**config.mk**
```make
export PLATFORM = sky130hd
export DESIGN_NAME = switch_debounce
export DESIGN_NICKNAME = d
export VERILOG_FILES = /design/src/rtl/switch_debounce.sv
export SDC_FILE = /design/constraint.sdc
export NUM_CORES = 1
export LEC_CHECK = 0
export CAP_MARGIN = 20
export CORE_MARGIN = 4
export CORE_UTILIZATION = 55
export DETAILED_ROUTE_END_ITERATION = 7
export PLACE_DENSITY = 0.88
export SETUP_SLACK_MARGIN = 0.05
export SKIP_LAST_GASP = 1
export SLEW_MARGIN = 0
export SYNTH_ARGS = -nofsm -noshare
export SYNTH_HDL_FRONTEND = slang
export SYNTH_SLANG_ARGS = --single-unit
```
**constraint.sdc**
```tcl
create_clock -name CLK -period 4.9 [get_ports CLK]
set_input_delay 0.49 -clock CLK [delete_from_list [all_inputs] [get_ports CLK]]
set_output_delay 0.49 -clock CLK [all_outputs]
set_load 0.05 [all_outputs]
```
**src/rtl/switch_debounce.sv**
```systemverilog
// switch_debounce: debounces eight raw board switches.
// Each bit is double-flop synchronized, then must disagree with its debounced
// value for DEBOUNCE_CYCLES consecutive edges before the debounced value
// follows it. VALID marks the end of the post-reset settling window, and
// CHANGED strobes for one cycle whenever the debounced value moves after that.
module switch_debounce #(
  parameter int DEBOUNCE_CYCLES = 50000
) (
  input  logic       CLK,
  input  logic       RESET,
  input  logic [7:0] SWITCH,
  output logic [7:0] O,
  output logic [3:0] A,
  output logic [3:0] B,
  output logic       VALID,
  output logic       CHANGED
);

  // Terminal count of a per-bit counter: reaching it with the mismatch still
  // present means the input has been stable for DEBOUNCE_CYCLES edges.
  localparam logic [15:0] CNT_MAX     = 16'(DEBOUNCE_CYCLES - 1);
  // Edge index (first edge after release is edge 0) at which VALID rises;
  // one edge after the initial value can have reached O.
  localparam logic [16:0] SETTLE_EDGE = 17'(DEBOUNCE_CYCLES + 2);

  logic [7:0]  sync1_reg;
  logic [7:0]  sync2_reg;
  logic [7:0]  o_reg;
  logic [7:0]  o_next;
  logic [15:0] cnt_reg  [8];
  logic [15:0] cnt_next [8];
  logic [16:0] settle_reg;
  logic        valid_reg;
  logic        changed_reg;

  // Two-flop synchronizer for the asynchronous switch inputs.
  always_ff @(posedge CLK or posedge RESET) begin
    if (RESET) begin
      sync1_reg <= 8'h00;
      sync2_reg <= 8'h00;
    end else begin
      sync1_reg <= SWITCH;
      sync2_reg <= sync1_reg;
    end
  end

  // Per-bit debounce: an independent counter per switch, cleared whenever the
  // synchronized input agrees with the debounced value again.
  generate
    for (genvar gi = 0; gi < 8; gi++) begin : g_bit
      logic mismatch;
      logic done;

      assign mismatch     = (sync2_reg[gi] != o_reg[gi]);
      assign done         = mismatch && (cnt_reg[gi] == CNT_MAX);
      assign o_next[gi]   = done ? sync2_reg[gi] : o_reg[gi];
      assign cnt_next[gi] = (mismatch && !done) ? (cnt_reg[gi] + 16'd1) : 16'd0;

      // Stability counter for this bit.
      always_ff @(posedge CLK or posedge RESET) begin
        if (RESET) begin
          cnt_reg[gi] <= 16'd0;
        end else begin
          cnt_reg[gi] <= cnt_next[gi];
        end
      end
    end
  endgenerate

  // Debounced value and change strobe; the strobe is suppressed while the
  // settling window is still open so the initial load is not reported.
  always_ff @(posedge CLK or posedge RESET) begin
    if (RESET) begin
      o_reg       <= 8'h00;
      changed_reg <= 1'b0;
    end else begin
      o_reg       <= o_next;
      changed_reg <= valid_reg && (o_next != o_reg);
    end
  end

  // Settling window: count edges since reset release, then hold VALID high.
  always_ff @(posedge CLK or posedge RESET) begin
    if (RESET) begin
      settle_reg <= 17'd0;
      valid_reg  <= 1'b0;
    end else if (!valid_reg) begin
      settle_reg <= settle_reg + 17'd1;
      if (settle_reg == SETTLE_EDGE) begin
        valid_reg <= 1'b1;
      end
    end
  end

  assign O       = o_reg;
  assign A       = o_reg[3:0];
  assign B       = o_reg[7:4];
  assign VALID   = valid_reg;
  assign CHANGED = changed_reg;

endmodule

```
Yosys cells after proc, flatten, opt, wreduce, memory -nomap -nowiden

Index checks and enable logic that the tools add are counted.
Widths: inputs -> output; s select.

Register bits: 171
Bits of input ports: 10
Output and inout bits: 18
Logic and storage cells: 84

Add/sub/neg operators: 9
Equal/unequal tests: 18
Mux-type cells: 18
Reductions and logical operators: 25

Operators with widths:

| cell                  | number |
|---|---|
| $add 16x1->16 const B | 8 |
| $eq 16x16->1 const B  | 8 |
| $mux 16               | 8 |
| $add 17x1->17 const B | 1 |
| $eq 17x16->1 const B  | 1 |
| $logic_and 1x1->1     | 17 |
| $mux 1                | 10 |
| $logic_not 1->1       | 8 |
| $ne 1x1->1            | 8 |
| $ne 8x8->1            | 1 |

Depth between registers and ports, before layout

Gate-level depths: netlist (run 1).

Depth after elaboration: 5
Depth in mapped cells: 7
Gate-level depth less buffers: 6

Worst setup path before layout (run 1)

OpenSTA, ideal clock, no wires.

Path type: flip-flop to flip-flop
From: register cnt_reg[52] in the netlist's numbering
To: register cnt_reg[56] in the netlist's numbering
Library setup time: 119 ps
Arrival: 1710 ps
Setup slack: 3071 ps
Cell stages (with the launch flop): 7
Clock period less this slack: 1829 ps
Cells stage by stage: dfrtp_1 -> or4b_1 -> nor4_2 -> nand2b_1 -> buf_4 -> buf_6 -> nor2_1

RTL lines:

| item                              | RTL line | RTL |
|---|---|---|
| from (decl)                       | 30       | `logic [15:0] cnt_reg [8];` |
| from (signal, indexed assignment) | 64       | `cnt_reg[gi] <= cnt_next[gi];` |

==> results.txt, run 1 <==
Outcome = completed
Top layer in use = met4
Clock transition at the registers of the reported paths = 60 ps
Sw frac = 21.1%
Maximum clock path buffer count = 2
CTS Sinks = 171
Core area = 13900 sq um
P_int = 2.32 mW
Hold crit path type = in -> async
Worst EP required = 5170 ps
Cell Rows = 43
First-pass GRT wire length = 24.8 mm
Syn Nets = 765
Slew at the pin with the worst max-slew slack = 870 ps
Nets = 791
Initial Utilization = 56.2%
Max FFs per register = 128
Vias in the first global route = 5338
CP Launch Type = register
Clk pwr share = 47.7%
Die area = 16200 sq um
Die width = 127 um
CTS tree = built
Top Ports = 28
Net Switching = 0.620 mW
Ratio of cells with drive above 1 in the final layout = 5.87%
Synth top area cells = dfrtp_1 (55%), xor2_1 (8.5%), nor2_1 (7.7%)
Hold Fails Final Rpt = 0
Post-route DRC = 0
Avg Inst Size Synth = 10.5 sq um
Share of synthesized flip-flops with an asynchronous set or reset = 100%
Final setup TNS = 0 ps
Combinational power share = 2.9%
Distinct cells, synth = 36
Routed length per instance = 14.5 um
Met1 WL = 6.42 mm
RePlAce Congestion = 0.815
Area share of the largest cell type after synthesis = 54.9%
Post-CTS Setup Bufs = 0
Critical-path top delay cell = nand2b_1
Vias per inst = 5.42
CP top delay family = simple AND/OR/NAND/NOR gates
VDD IR max = 0.268 mV
Worst Path Max Fanout = 16
Clk Tree Root Cell = clkbuf_16
Sequential area share after synthesis = 54.9%
Num CTS Buffers = 17
GRT Residual Overflow = 0
Kind of critical path = reg -> reg
Pre-Repair DR Iteration Count = 4
Cts hold-fix bufs = 0
Met2 WL = 6.91 mm
Max stage delay on crit path = 570 ps
Design area = 8790 sq um
Post-cts gate resize count = 0
Slew headroom = 42.0%
Placed inst area = 8170 sq um
Post-Synthesis Cells = 745
Worst-case clock skew = 9.22 ps
CP cell instances = or4b_1 -> nor4_2 -> nand2b_1 -> nor2_1
Ys Warns = 0
Antenna Cells = 0
Unrepaired setup endpoints after global routing = no
IO Port Bufs = 27
Slew Viols, Final = 0
Synthesis-to-layout area growth = 12.7%
Critical path endpoint category = register
Mapped Area = 7800 sq um
1st-iter DRT viols = 378
Static Leakage = 3.81 nW
Post-Route Utilization = 63.3%
Crit path arrival time = 2560 ps
DIE HEIGHT = 127 um
DR vias = 5228
Part of the power in registers = 49.4%
Post-DP HPWL = 8.69 mm
Post-synth EDFFs = 0
All-Layer GR Usage = 18.8%
Skew-Pair Late Insertion Delay = 430 ps
Power density cells = 334 nW/um^2
Buffers and inverters on the worst path = 0
Fmax = 437 MHz
Synth Register Bits = 171
Biggest area consumer among synthesized cells = dfrtp_1
Antenna viol nets, final = 0
Final setup vio count = 0
Drt total wl = 14.0 mm
Largest net degree at the start of global routing = 171
Initial antenna violation count = 0
H-tree depth = 4
Min cycle time layout = 2290 ps
Met3 WL = 424 um
Final Cycle Share = 46.7%
Max_cap viols = 0
Top FF cell, synth = dfrtp_1
## power by group through the flow
stage	clock [mW]	sequential, mW	combinational, mW
after floorplan	0	1.47	0.0666
after global placement	0	1.48	0.0833
after detailed placement	0	1.48	0.0854
after CTS	1.42	1.45	0.0867
after global routing	1.49	1.45	0.0978
final	1.40	1.45	0.0838
## placed cells by master (no fill, tap or decap), types with 3 or more instances in the layout
master,n
a21oi_1,3
and3_1,19
and4_1,8
bufinv_16,3
clkbuf_16,17
clkbuf_8,4
clkdlybuf4s50_1,27
clkinv_4,3
dfrtp_1,171
ha_1,10
inv_1,15
mux2_2,8
nand2_1,57
nand2b_1,6
nand3_1,47
nand4_1,27
nand4b_1,3
nor2_1,160
nor3_1,14
nor4_2,4
nor4b_1,6
nor4bb_1,4
o21ai_0,3
or4_1,3
or4b_1,4
xnor2_1,59
xor2_1,76
## layer usage
metal | up-vias | GRT usage, %
li1 | 2546 | -
met1 | 2584 | 24.4
met2 | 74 | 30.9
met3 | 24 | 5.06
met4 | 0 | 6.50
met5 | - | 0
## Yosys cell counts, drive strengths merged (5+ instances only)
cell type  number
dfrtp         171
nor2          160
xor2           76
xnor2          59
nand2          57
nand3          47
nand4          27
and3           19
buf            16
inv            16
nor3           14
ha             10
and4            8
mux2            8
nand2b          6
nor4            6
nor4b           6
clkbuf          5
## logic make-up (layout without fill, tap and decap cells)
group / count (synthesis) / after routing / synth area share [%]
AND/OR/NAND/NOR: 374 / 374 / 23.5
flip-flops: 171 / 171 / 54.9
XOR/XNOR: 135 / 135 / 15.2
buffers and inverters: 37 / 76 / 2.74
adder cells (fa/ha/maj): 10 / 10 / 1.60
AO/OA/AOI/OAI: 10 / 10 / 0.930
multiplexers: 8 / 8 / 1.16
## stage by stage
step	worst slack, ps	power [mW]	hold slack [ps]	std cells
finish	2610	2.94	279	964
global placement	2750	1.56	332	932
detailed placement	2680	1.56	335	932
global route	2510	3.04	272	964
floorplan	2230	1.54	331	745
CTS	2620	2.96	270	964
## final timing paths
kind	startpoint	to	slack (ps)	depth (start not counted)
max	cnt_reg[52]	cnt_reg[54]	2610	4
min	RESET	settle_reg[9]	280	2
max reg2reg	cnt_reg[52]	cnt_reg[54]	2610	4
min reg2reg	sync1_reg[4]	sync2_reg[4]	350	0
max in group asynchronous	RESET	cnt_reg[120]	3580	3
min in group CLK	sync1_reg[4]	sync2_reg[4]	350	0
## layout make-up
class / instances / area [sq um]
Inverter: 16 / 63.8
Multi-Input combinational cell: 537 / 3310
Clock inverter: 9 / 135
Sequential cell: 171 / 4280
Tap cell: 180 / 225
Clock buffer: 23 / 488
Fill cell: 1059 / 5090
Timing Repair Buffer: 28 / 290
No activity file was read; power rests on OpenSTA's default activity.
==> inputs of run 2 (changes only) <==
==> constraint.sdc (replaced) <==
create_clock -name CLK -period 2 [get_ports CLK]
set_input_delay 0.2 -clock CLK [delete_from_list [all_inputs] [get_ports CLK]]
set_output_delay 0.2 -clock CLK [all_outputs]
set_load 0.05 [all_outputs]
==> run 2 against run 1 <==
  * Clock-buffer cell count decreased by 5
  * Sequential power increased by 150%
  * Die area unchanged
  * Combinational power increased to 2.8 times the previous value
  * Routed wire length decreased by 0.91%
  * Worst hold slack got worse by 180 ps
  * Non-clock buffer count increased by 17
  * Largest cell class unchanged
  * Largest power group unchanged
==> results.txt, run 2 (synthesis gave the netlist of run 1 again) <==
Most frequent cells in the layout = dfrtp_1 (171), nor2_1 (160), xor2_1 (76)
CTS Sinks = 171 (unchanged)
Final Cycle Share = 95.5%
Die area = 16200 sq um (unchanged)
Multi-input logic area = 3340 sq um (+0.95%)
Synthesis-to-layout area growth = 15.0%
Final setup vio count = 0 (unchanged)
Commonest non-fill, non-tap cell in the layout = dfrtp_1
Worst EP required = 1800 ps (-3370 ps)
Power density cells = 783 nW/um^2 (+130%)
DR vias = 5293 (+1.2%)
Total stage count of the critical path = 1 (-3)
Post-route DRC = 0 (unchanged)
Clock transition at the registers of the reported paths = 70 ps (about the same)
Final setup TNS = 0 ps (unchanged)
Crit path arrival time = 1710 ps (-850 ps)
Vias in the first global route = 5340 (+0.037%)
Critical path endpoint category = output port
Net Switching = 1.55 mW (+150%)
Max stage delay on crit path = 840 ps (+270 ps)
CP top delay family = buffers and inverters
IO Port Bufs = 27 (unchanged)
CTS tree = built
RePlAce Congestion = 0.860 (+5.5%)
Slew headroom = 66.0% (+24 points)
Buffers and inverters on the worst path = 1 (+1)
Worst Path Max Fanout = 4 (-12)
Routed length per instance = 14.1 um (-2.5%)
H-tree depth = 4 (unchanged)
Critical-path top delay cell = clkdlybuf4s50_1
Post-CTS Setup Bufs = 0 (unchanged)
First-pass GRT wire length = 24.2 mm (-2.5%)
Initial Utilization = 56.2% (unchanged)
Total power = 7.02 mW (+140%)
Antenna Cells = 0 (unchanged)
Fmax = 523 MHz
Min cycle time layout = 1910 ps
Static Leakage = 4.02 nW (+5.4%)
Nets = 808 (+2.1%)
Antenna viol nets, final = 0 (unchanged)
Top Ports = 28 (unchanged)
GRT Residual Overflow = 0 (unchanged)
Ratio of cells with drive above 1 in the final layout = 8.25% (+2.4 points)
Slew at the pin with the worst max-slew slack = 510 ps (-361 ps)
Slew Viols, Final = 0 (unchanged)
Worst-case clock skew = 7.98 ps (-1.24 ps)
P_int = 5.47 mW (+140%)
Worst reg-to-reg path cell count = 5 (+1)
Drt total wl = 13.9 mm (-0.91%)
Hold Fails Final Rpt = 0 (unchanged)
Pre-Repair DR Iteration Count = 4 (unchanged)
Placed inst area = 8340 sq um (+2.2%)
Unrepaired setup endpoints after global routing = yes
Design area = 8970 sq um (+2.1%)
Vias per inst = 5.40 (-0.41%)
Sw frac = 22.1% (+0.99 points)
Clk Tree Root Cell = clkbuf_16
Hold crit path type = in -> async
Post-Route Utilization = 64.6% (+1.3 points)
Part of the power in registers = 50.7% (+1.3 points)
Core area = 13900 sq um (unchanged)
Num CTS Buffers = 17 (unchanged)
DIE HEIGHT = 127 um (unchanged)
FF+latch area = 4280 sq um (unchanged)
All-Layer GR Usage = 18.5% (-0.36 points)
1st-iter DRT viols = 338 (-11%)
Largest net degree at the start of global routing = 59 (-65%)
Skew-Pair Late Insertion Delay = 430 ps (about the same)
Post-DP HPWL = 9.05 mm (+4.1%)
CP Launch Type = register
Max FFs per register = 128 (unchanged)
Number of fill cells in the layout = 1020 (-3.7%)
Combinational power share = 3.3% (+0.4 points)
Maximum clock path buffer count = 2 (unchanged)
VDD IR max = 0.588 mV (+120%)
Kind of critical path = reg -> out
Clk pwr share = 46.0% (-1.7 points)
Cell Rows = 43 (unchanged)
Initial antenna violation count = 0 (unchanged)
R2R setup slack = 100 ps (-2510 ps)
Outcome = completed
CP cell instances = clkdlybuf4s50_1
Die width = 127 um (unchanged)
Max_cap viols = 0 (unchanged)
run 2: what timing repair did:
item	4_1_cts	5_1_grt
setup endpoints to repair	0	60
hold endpoints to repair	0	0
hold buffers	0	0
gates resized for setup	0	10
run 2: area by class of cell:
cell class	count	area share, %
clock buffer	18	4.90
tap	180	2.51
multi-input combinational	537	37.2
timing repair buffer	45	5.36
clock inverter	13	1.62
inverter	16	0.711
sequential	171	47.7
run 2: worst paths after layout:
| check | startpoint | endpoint |
|---|---|---|
| setup / recovery | O[4] | B[0] |
| hold / removal | RESET | settle_reg[7] |
| setup reg to reg | cnt_reg[124] | CHANGED |
| hold reg to reg | sync1_reg[3] | sync2_reg[3] |
| max in group asynchronous | RESET | cnt_reg[90] |
| min in group CLK | SWITCH[1] | sync1_reg[1] |
run 2: power by group through the flow:
stage	logic (mW)	registers, mW	clock network [mW]
finish	0.234	3.56	3.23
floorplan	0.163	3.61	0
global placement	0.230	3.62	0
CTS	0.241	3.56	3.28
global route	0.272	3.56	3.43
detailed placement	0.235	3.62	0
run 2: routing by layer:
layer	up-vias	routed length [um]	track usage (%)
met5	-	0	0
met4	0	310	7.51
met3	26	515	4.97
met2	100	6700	29.7
met1	2604	6330	23.9
li1	2563	-	-
run 2: metrics by stage:
stage                     instances  worst slack [ps]  hold slack [ps]
after CTS                       980              54.9             96.7
after global routing            980              41.9              109
after global placement          949               163              332
after detailed placement        949               115              337
final                           980              89.2             96.5
after floorplan                 745              -383              231
